`src/rtl/ascon_ctrl_fsm.sv`:
```
// Ascon-128 control sequencer: INIT(pa) -> AD(pb) -> PT(pb) -> FINAL(pa) -> tag.
// Optional abort path enabled by defining ASCON_CTRL_ABORT_EN.
module ascon_ctrl_fsm #(
    parameter int ROUNDS_A = 12,
    parameter int ROUNDS_B = 6,
    parameter int CNT_W    = 3
) (
    input  logic             clock_i,
    input  logic             reset_i,
    input  logic             start_i,
    input  logic [CNT_W-1:0] nb_ad_i,
    input  logic [CNT_W-1:0] nb_pt_i,
    input  logic             data_valid_i,
`ifdef ASCON_CTRL_ABORT_EN
    input  logic             abort_i,
    output logic             error_o,
`endif
    output logic             data_ready_o,
    output logic [3:0]       round_o,
    output logic             init_state_o,
    output logic             en_state_o,
    output logic [1:0]       xor_up_sel_o,
    output logic [1:0]       xor_down_sel_o,
    output logic             cipher_valid_o,
    output logic             tag_valid_o,
    output logic             busy_o,
    output logic             done_o
);

    localparam logic [3:0] RND_LAST = 4'(ROUNDS_A - 1);
    localparam logic [3:0] RND_PB0  = 4'(ROUNDS_A - ROUNDS_B);

    typedef enum logic [2:0] {
        S_IDLE, S_INIT, S_AD_WAIT, S_AD_PERM, S_PT_WAIT, S_PT_PERM, S_FINAL, S_DONE
    } state_e;

    state_e           state_q, state_d;
    logic [3:0]       rnd_q, rnd_d;
    logic [CNT_W-1:0] ad_cnt_q, ad_cnt_d;
    logic [CNT_W-1:0] pt_cnt_q, pt_cnt_d;
    logic             abort;
    logic             wait_st;
    logic             hs;
    logic             rnd_last;
    logic             pt_last;

`ifdef ASCON_CTRL_ABORT_EN
    logic error_q;

    assign abort   = abort_i && (state_q != S_IDLE);
    assign error_o = error_q;

    always_ff @(posedge clock_i) begin
        if (reset_i) error_q <= 1'b0;
        else         error_q <= abort;
    end
`else
    assign abort = 1'b0;
`endif

    assign wait_st  = (state_q == S_AD_WAIT) || (state_q == S_PT_WAIT);
    // Abort takes priority: a handshake in the abort cycle is not consumed.
    assign hs       = wait_st && data_valid_i && !abort;
    assign rnd_last = (rnd_q == RND_LAST);
    assign pt_last  = (pt_cnt_q == CNT_W'(1));

    always_ff @(posedge clock_i) begin
        if (reset_i) begin
            state_q  <= S_IDLE;
            rnd_q    <= '0;
            ad_cnt_q <= '0;
            pt_cnt_q <= '0;
        end else begin
            state_q  <= state_d;
            rnd_q    <= rnd_d;
            ad_cnt_q <= ad_cnt_d;
            pt_cnt_q <= pt_cnt_d;
        end
    end

    always_comb begin
        state_d  = state_q;
        rnd_d    = rnd_q;
        ad_cnt_d = ad_cnt_q;
        pt_cnt_d = pt_cnt_q;
        unique case (state_q)
            S_IDLE: begin
                if (start_i) begin
                    state_d  = S_INIT;
                    rnd_d    = '0;
                    ad_cnt_d = (nb_ad_i == '0) ? CNT_W'(1) : nb_ad_i;
                    pt_cnt_d = (nb_pt_i == '0) ? CNT_W'(1) : nb_pt_i;
                end
            end
            S_INIT: begin
                if (rnd_last) begin
                    state_d = S_AD_WAIT;
                    rnd_d   = RND_PB0;
                end else begin
                    rnd_d = rnd_q + 4'd1;
                end
            end
            S_AD_WAIT: begin
                if (hs) begin
                    state_d  = S_AD_PERM;
                    rnd_d    = RND_PB0 + 4'd1;
                    ad_cnt_d = ad_cnt_q - CNT_W'(1);
                end
            end
            S_AD_PERM: begin
                if (rnd_last) begin
                    // Counter already decremented at handshake: zero means last AD block.
                    state_d = (ad_cnt_q == '0) ? S_PT_WAIT : S_AD_WAIT;
                    rnd_d   = RND_PB0;
                end else begin
                    rnd_d = rnd_q + 4'd1;
                end
            end
            S_PT_WAIT: begin
                if (hs) begin
                    pt_cnt_d = pt_cnt_q - CNT_W'(1);
                    if (pt_last) begin
                        state_d = S_FINAL;
                        rnd_d   = 4'd1;
                    end else begin
                        state_d = S_PT_PERM;
                        rnd_d   = RND_PB0 + 4'd1;
                    end
                end
            end
            S_PT_PERM: begin
                if (rnd_last) begin
                    state_d = S_PT_WAIT;
                    rnd_d   = RND_PB0;
                end else begin
                    rnd_d = rnd_q + 4'd1;
                end
            end
            S_FINAL: begin
                if (rnd_last) begin
                    state_d = S_DONE;
                    rnd_d   = '0;
                end else begin
                    rnd_d = rnd_q + 4'd1;
                end
            end
            S_DONE: begin
                state_d = S_IDLE;
                rnd_d   = '0;
            end
            default: state_d = S_IDLE;
        endcase
        if (abort) begin
            state_d  = S_IDLE;
            rnd_d    = '0;
            ad_cnt_d = '0;
            pt_cnt_d = '0;
        end
    end

    always_comb begin
        data_ready_o   = 1'b0;
        round_o        = 4'd0;
        init_state_o   = 1'b0;
        en_state_o     = 1'b0;
        xor_up_sel_o   = 2'd0;
        xor_down_sel_o = 2'd0;
        cipher_valid_o = 1'b0;
        tag_valid_o    = 1'b0;
        busy_o         = 1'b1;
        done_o         = 1'b0;
        unique case (state_q)
            S_IDLE: busy_o = 1'b0;
            S_INIT: begin
                en_state_o   = 1'b1;
                round_o      = rnd_q;
                init_state_o = (rnd_q == 4'd0);
                if (rnd_last) xor_down_sel_o = 2'd2;
            end
            S_AD_WAIT: begin
                data_ready_o = 1'b1;
                round_o      = rnd_q;
                if (hs) begin
                    en_state_o   = 1'b1;
                    xor_up_sel_o = 2'd1;
                end
            end
            S_AD_PERM: begin
                en_state_o = 1'b1;
                round_o    = rnd_q;
                if (rnd_last && ad_cnt_q == '0) xor_down_sel_o = 2'd1;
            end
            S_PT_WAIT: begin
                data_ready_o = 1'b1;
                // Last PT block jumps straight into round 0 of the final pa.
                round_o      = pt_last ? 4'd0 : rnd_q;
                if (hs) begin
                    en_state_o     = 1'b1;
                    cipher_valid_o = 1'b1;
                    xor_up_sel_o   = pt_last ? 2'd3 : 2'd1;
                end
            end
            S_PT_PERM: begin
                en_state_o = 1'b1;
                round_o    = rnd_q;
            end
            S_FINAL: begin
                en_state_o = 1'b1;
                round_o    = rnd_q;
                if (rnd_last) xor_down_sel_o = 2'd2;
            end
            S_DONE: begin
                tag_valid_o = 1'b1;
                done_o      = 1'b1;
            end
            default: busy_o = 1'b0;
        endcase
        if (abort) begin
            data_ready_o   = 1'b0;
            en_state_o     = 1'b0;
            xor_up_sel_o   = 2'd0;
            xor_down_sel_o = 2'd0;
            cipher_valid_o = 1'b0;
            tag_valid_o    = 1'b0;
            done_o         = 1'b0;
        end
    end

endmodule

```
`config.mk`:
```
export PLATFORM = sky130hd
export DESIGN_NAME = ascon_ctrl_fsm
export DESIGN_NICKNAME = d
export VERILOG_FILES = /design/src/rtl/ascon_ctrl_fsm.sv
export SDC_FILE = /design/constraint.sdc
export NUM_CORES = 1
export LEC_CHECK = 0
export CAP_MARGIN = 20
export CORE_ASPECT_RATIO = 0.8
export CORE_MARGIN = 2
export CORE_UTILIZATION = 40
export DETAILED_ROUTE_END_ITERATION = 8
export DONT_BUFFER_PORTS = 1
export GPL_TIMING_DRIVEN = 0
export PLACE_DENSITY = 0.52
export REMOVE_ABC_BUFFERS = 1
export SYNTH_ARGS = -nofsm -noshare
export SYNTH_HDL_FRONTEND = slang
export SYNTH_SLANG_ARGS = --single-unit
```
`constraint.sdc`:
```
create_clock -name clock_i -period 2.1 [get_ports clock_i]
set_clock_uncertainty 0.05 [all_clocks]
set_input_delay 0.21 -clock clock_i [delete_from_list [all_inputs] [get_ports clock_i]]
set_output_delay 0.21 -clock clock_i [all_outputs]
set_load 0.02 [all_outputs]
```
==> results.py <==
metrics = {
    "global_routing": {
        "use_met2_pct": 28.3,
        "antenna_found_initial": 0,
        "grt_use_total_pct": 18.6,
        "grt_max_degree": 25,
        "grt_pass1_vias": 950,
        "use_met3_pct": 5.67,
        "grtUsageMet1_pct": 26.3,
        "grt_overflow": 0,
        "grt_first_pass_wirelength_mm": 4.40,
        "grt_busiest_layer": "met2",
    },
    "floorplan": {
        "die_w_um": 62.0,
        "start_util_pct": 43.0,
        "ios": 25,
        "die_h_um": 50.4,
        "core_area_mm2": 0.00250,
        "rows": 16,
        "dieArea_mm2": 0.00312,
    },
    "timing": {
        "hold_viol": 0,
        "worst_pin_slew_ns": 0.565,
        "slew_violations": 0,
        "fin_crit_sh_pct": 94.5,
        "rsz0062_at_grt": "no",
        "setup_viol": 0,
        "setup_tns_ns": 0,
        "period_minus_slack_ns": 1.98,
        "max_clock_freq_mhz": 504,
        "max_slew_margin_pct": 62.0,
    },
    "setup_path": {
        "r2r_setup_slack_ns": 0.35,
        "arrival_ns": 1.72,
        "r2r-start": "rnd_q[0]",
        "crit_fanout": 24,
        "crit_path_end_kind": "output pin",
        "cp-endpoint": "xor_up_sel_o[0]",
        "reg2reg_depth": 5,
        "required_ns": 1.84,
        "r2r_end": "rnd_q[0]",
        "cp-startpoint": "state_q[0]",
        "critPathKind": "flip-flop to output pin",
        "cp-start-kind": "flip-flop",
    },
    "cells_and_area": {
        "mostFrequentLayoutCells": "nor2_1, nand2_1, dfxtp_1, a21oi_1, inv_1",
        "nets": 157,
        "finish.utilization_pct": 46.0,
        "drive_above_1_share_pct": 15.0,
        "final_common_cell": "nor2_1",
        "area_delta_synth_final_pct": 6.86,
        "fin_cells": 176,
        "antenna_cells": 0,
    },
    "yosys": {
        "synth_xor_area_share_pct": 0,
        "syn-cell-area_mm2": 0.00108,
        "avgSynthCellArea_um2": 7.32,
        "synth.largest_area_cell": "dfxtp_1",
        "ys_seq_area_share_pct": 24.2,
        "synth_compound_area_share_pct": 23.0,
        "synth_simple_gate_area_share_pct": 33.4,
        "synthAdderAreaFrac_pct": 8.84,
        "ys_top_cells_by_area": "dfxtp_1, ha_1, nor2_1",
        "synth_edf_count": 0,
        "synth_top_area_share_pct": 24.2,
        "synth_ff_type": "dfxtp_1",
        "postSynthCellCount": 147,
        "ys_warn_count": 0,
        "synthMuxAreaShare_pct": 2.91,
        "synth_seq_cells": 13,
        "synth_top_family_by_area": "simple AND/OR/NAND/NOR gates",
        "synth_cell_types": 43,
        "synthArstFlopShare_pct": 0,
    },
    "clock_network": {
        "clkSinkCount": 13,
        "clk_path_buf_depth": 2,
        "root_buffer": "clkbuf_4",
        "cts_buffers": 3,
        "htreeDepth": 1,
        "cts.clk_slew.worst_paths_ns": 0.08,
        "cts_tree": "built",
        "clock_latency_ns": 0.29,
    },
    "detailed_routing": {
        "drc_errors": 0,
        "wire_per_inst_um": 14.9,
        "postRouteAntennaNets": 0,
        "routed_via_density": 5.77,
        "vias": 1015,
        "routed_wl_mm": 2.62,
        "drt_pre_antenna_iters": 4,
        "drt_iter0_markers": 93,
    },
    "hold_path": {
        "hp-class": "input pin to flip-flop",
    },
    "outcome": {
        "run_status": "complete, no violations",
    },
    "place": {
        "place_inst": 171,
        "hpwl_mm": 1.83,
        "io_buffers": 0,
        "place_congestion": 0.794,
    },
    "power_and_ir_drop": {
        "vdd_drop_max_v": 0.000295,
        "power.leakage_nw": 0.436,
        "finalPower_w": 0.000712,
        "power_density_mw_per_mm2": 619,
    },
    "run": {
        "cap_violations": 0,
    },
}
==> state kept, by name, indices dropped and copies added (netlist names) <==
register  flops
state_q       3
ad_cnt_q      3
rnd_q         4
pt_cnt_q      3
==> power breakdown <==
part           total, W  internal [W]  leakage (nW)  switching, W
logic          0.000228     0.0000903         0.309      0.000137
registers      0.000321      0.000275         0.109     0.0000460
clock network  0.000164     0.0000708        0.0177     0.0000930
total          0.000712      0.000436         0.436      0.000276
==> through the flow <==
| step | hold slack (ns) | cell area, um2 | setup WS (ns) |
|---|---|---|---|
| after global routing | 0.0933 | 1150 | 0.00461 |
| final | 0.0808 | 1150 | 0.115 |
| after CTS | 0.0730 | 1130 | 0.0142 |
| after global placement | 0.226 | 1070 | 0.0871 |
| after floorplan | 0.222 | 1020 | 0.272 |
| after detailed placement | 0.225 | 1070 | 0.0853 |
==> cell usage after synthesis, types with 2 or more instances <==
master	instances
a21o_1	2
o21ai_0	6
a211oi_1	5
inv_1	8
or2_1	2
dfxtp_1	13
nand2_1	10
o22ai_1	4
nand3_1	2
a21oi_1	8
nor3b_1	4
nor4_1	2
o211ai_1	2
nor2_1	14
or3_1	3
and3_1	3
and2_1	4
maj3_1	2
buf_2	3
mux2i_1	2
nor2b_1	2
nor3_1	8
clkbuf_1	7
or3b_1	3
a311oi_1	2
nand2b_1	4
ha_1	6
==> timing repair <==
action                                  in CTS  in global routing
gates resized for setup                      9                  7
hold buffers                                 1                  0
endpoints found under the setup margin       9                  6
hold endpoints to repair                    13                  0
buffers inserted                             0                  0
==> worst max-delay path: stages (launching register included) <==
cell and delay [ns]:
dfxtp_2 0.45, or3b_1 0.49, nand2_1 0.22, and2_1 0.28
==> layer usage <==
layer	vias to the layer above	part of all wire (%)
met2	23	45
met1	471	49
met5	-	0
met4	0	0.57
met3	2	5.6
li1	519	-
==> cell families after synthesis <==
kind of cell | count (synthesis)
and+or+nand+nor | 66
AOI/OAI and AO/OA | 37
buffers and inverters | 20
DFF | 13
adders and majority gates | 8
muxes | 3
==> cell type report <==
type | instances | area [um2]
Timing Repair Buffer | 1 | 10.0
Clock buffer | 3 | 22.5
Sequential cell | 13 | 270
Multi-Input combinational cell | 114 | 767
Clock inverter | 1 | 5.00
Inverter | 8 | 30.0
Tap cell | 36 | 45.0
Fill cell | 268 | 1350
==> worst min-delay path by stage <==
stage,slack [ns],start,cells past startpoint,to
finish,0.08,reset_i,2,rnd_q[1]
detailed placement,0.23,reset_i,1,pt_cnt_q[2]
floorplan,0.22,reset_i,1,pt_cnt_q[2]
global placement,0.23,reset_i,1,pt_cnt_q[2]
CTS,0.07,reset_i,2,rnd_q[1]
global route,0.09,reset_i,2,rnd_q[1]
No activity file was read; power rests on OpenSTA's default activity.
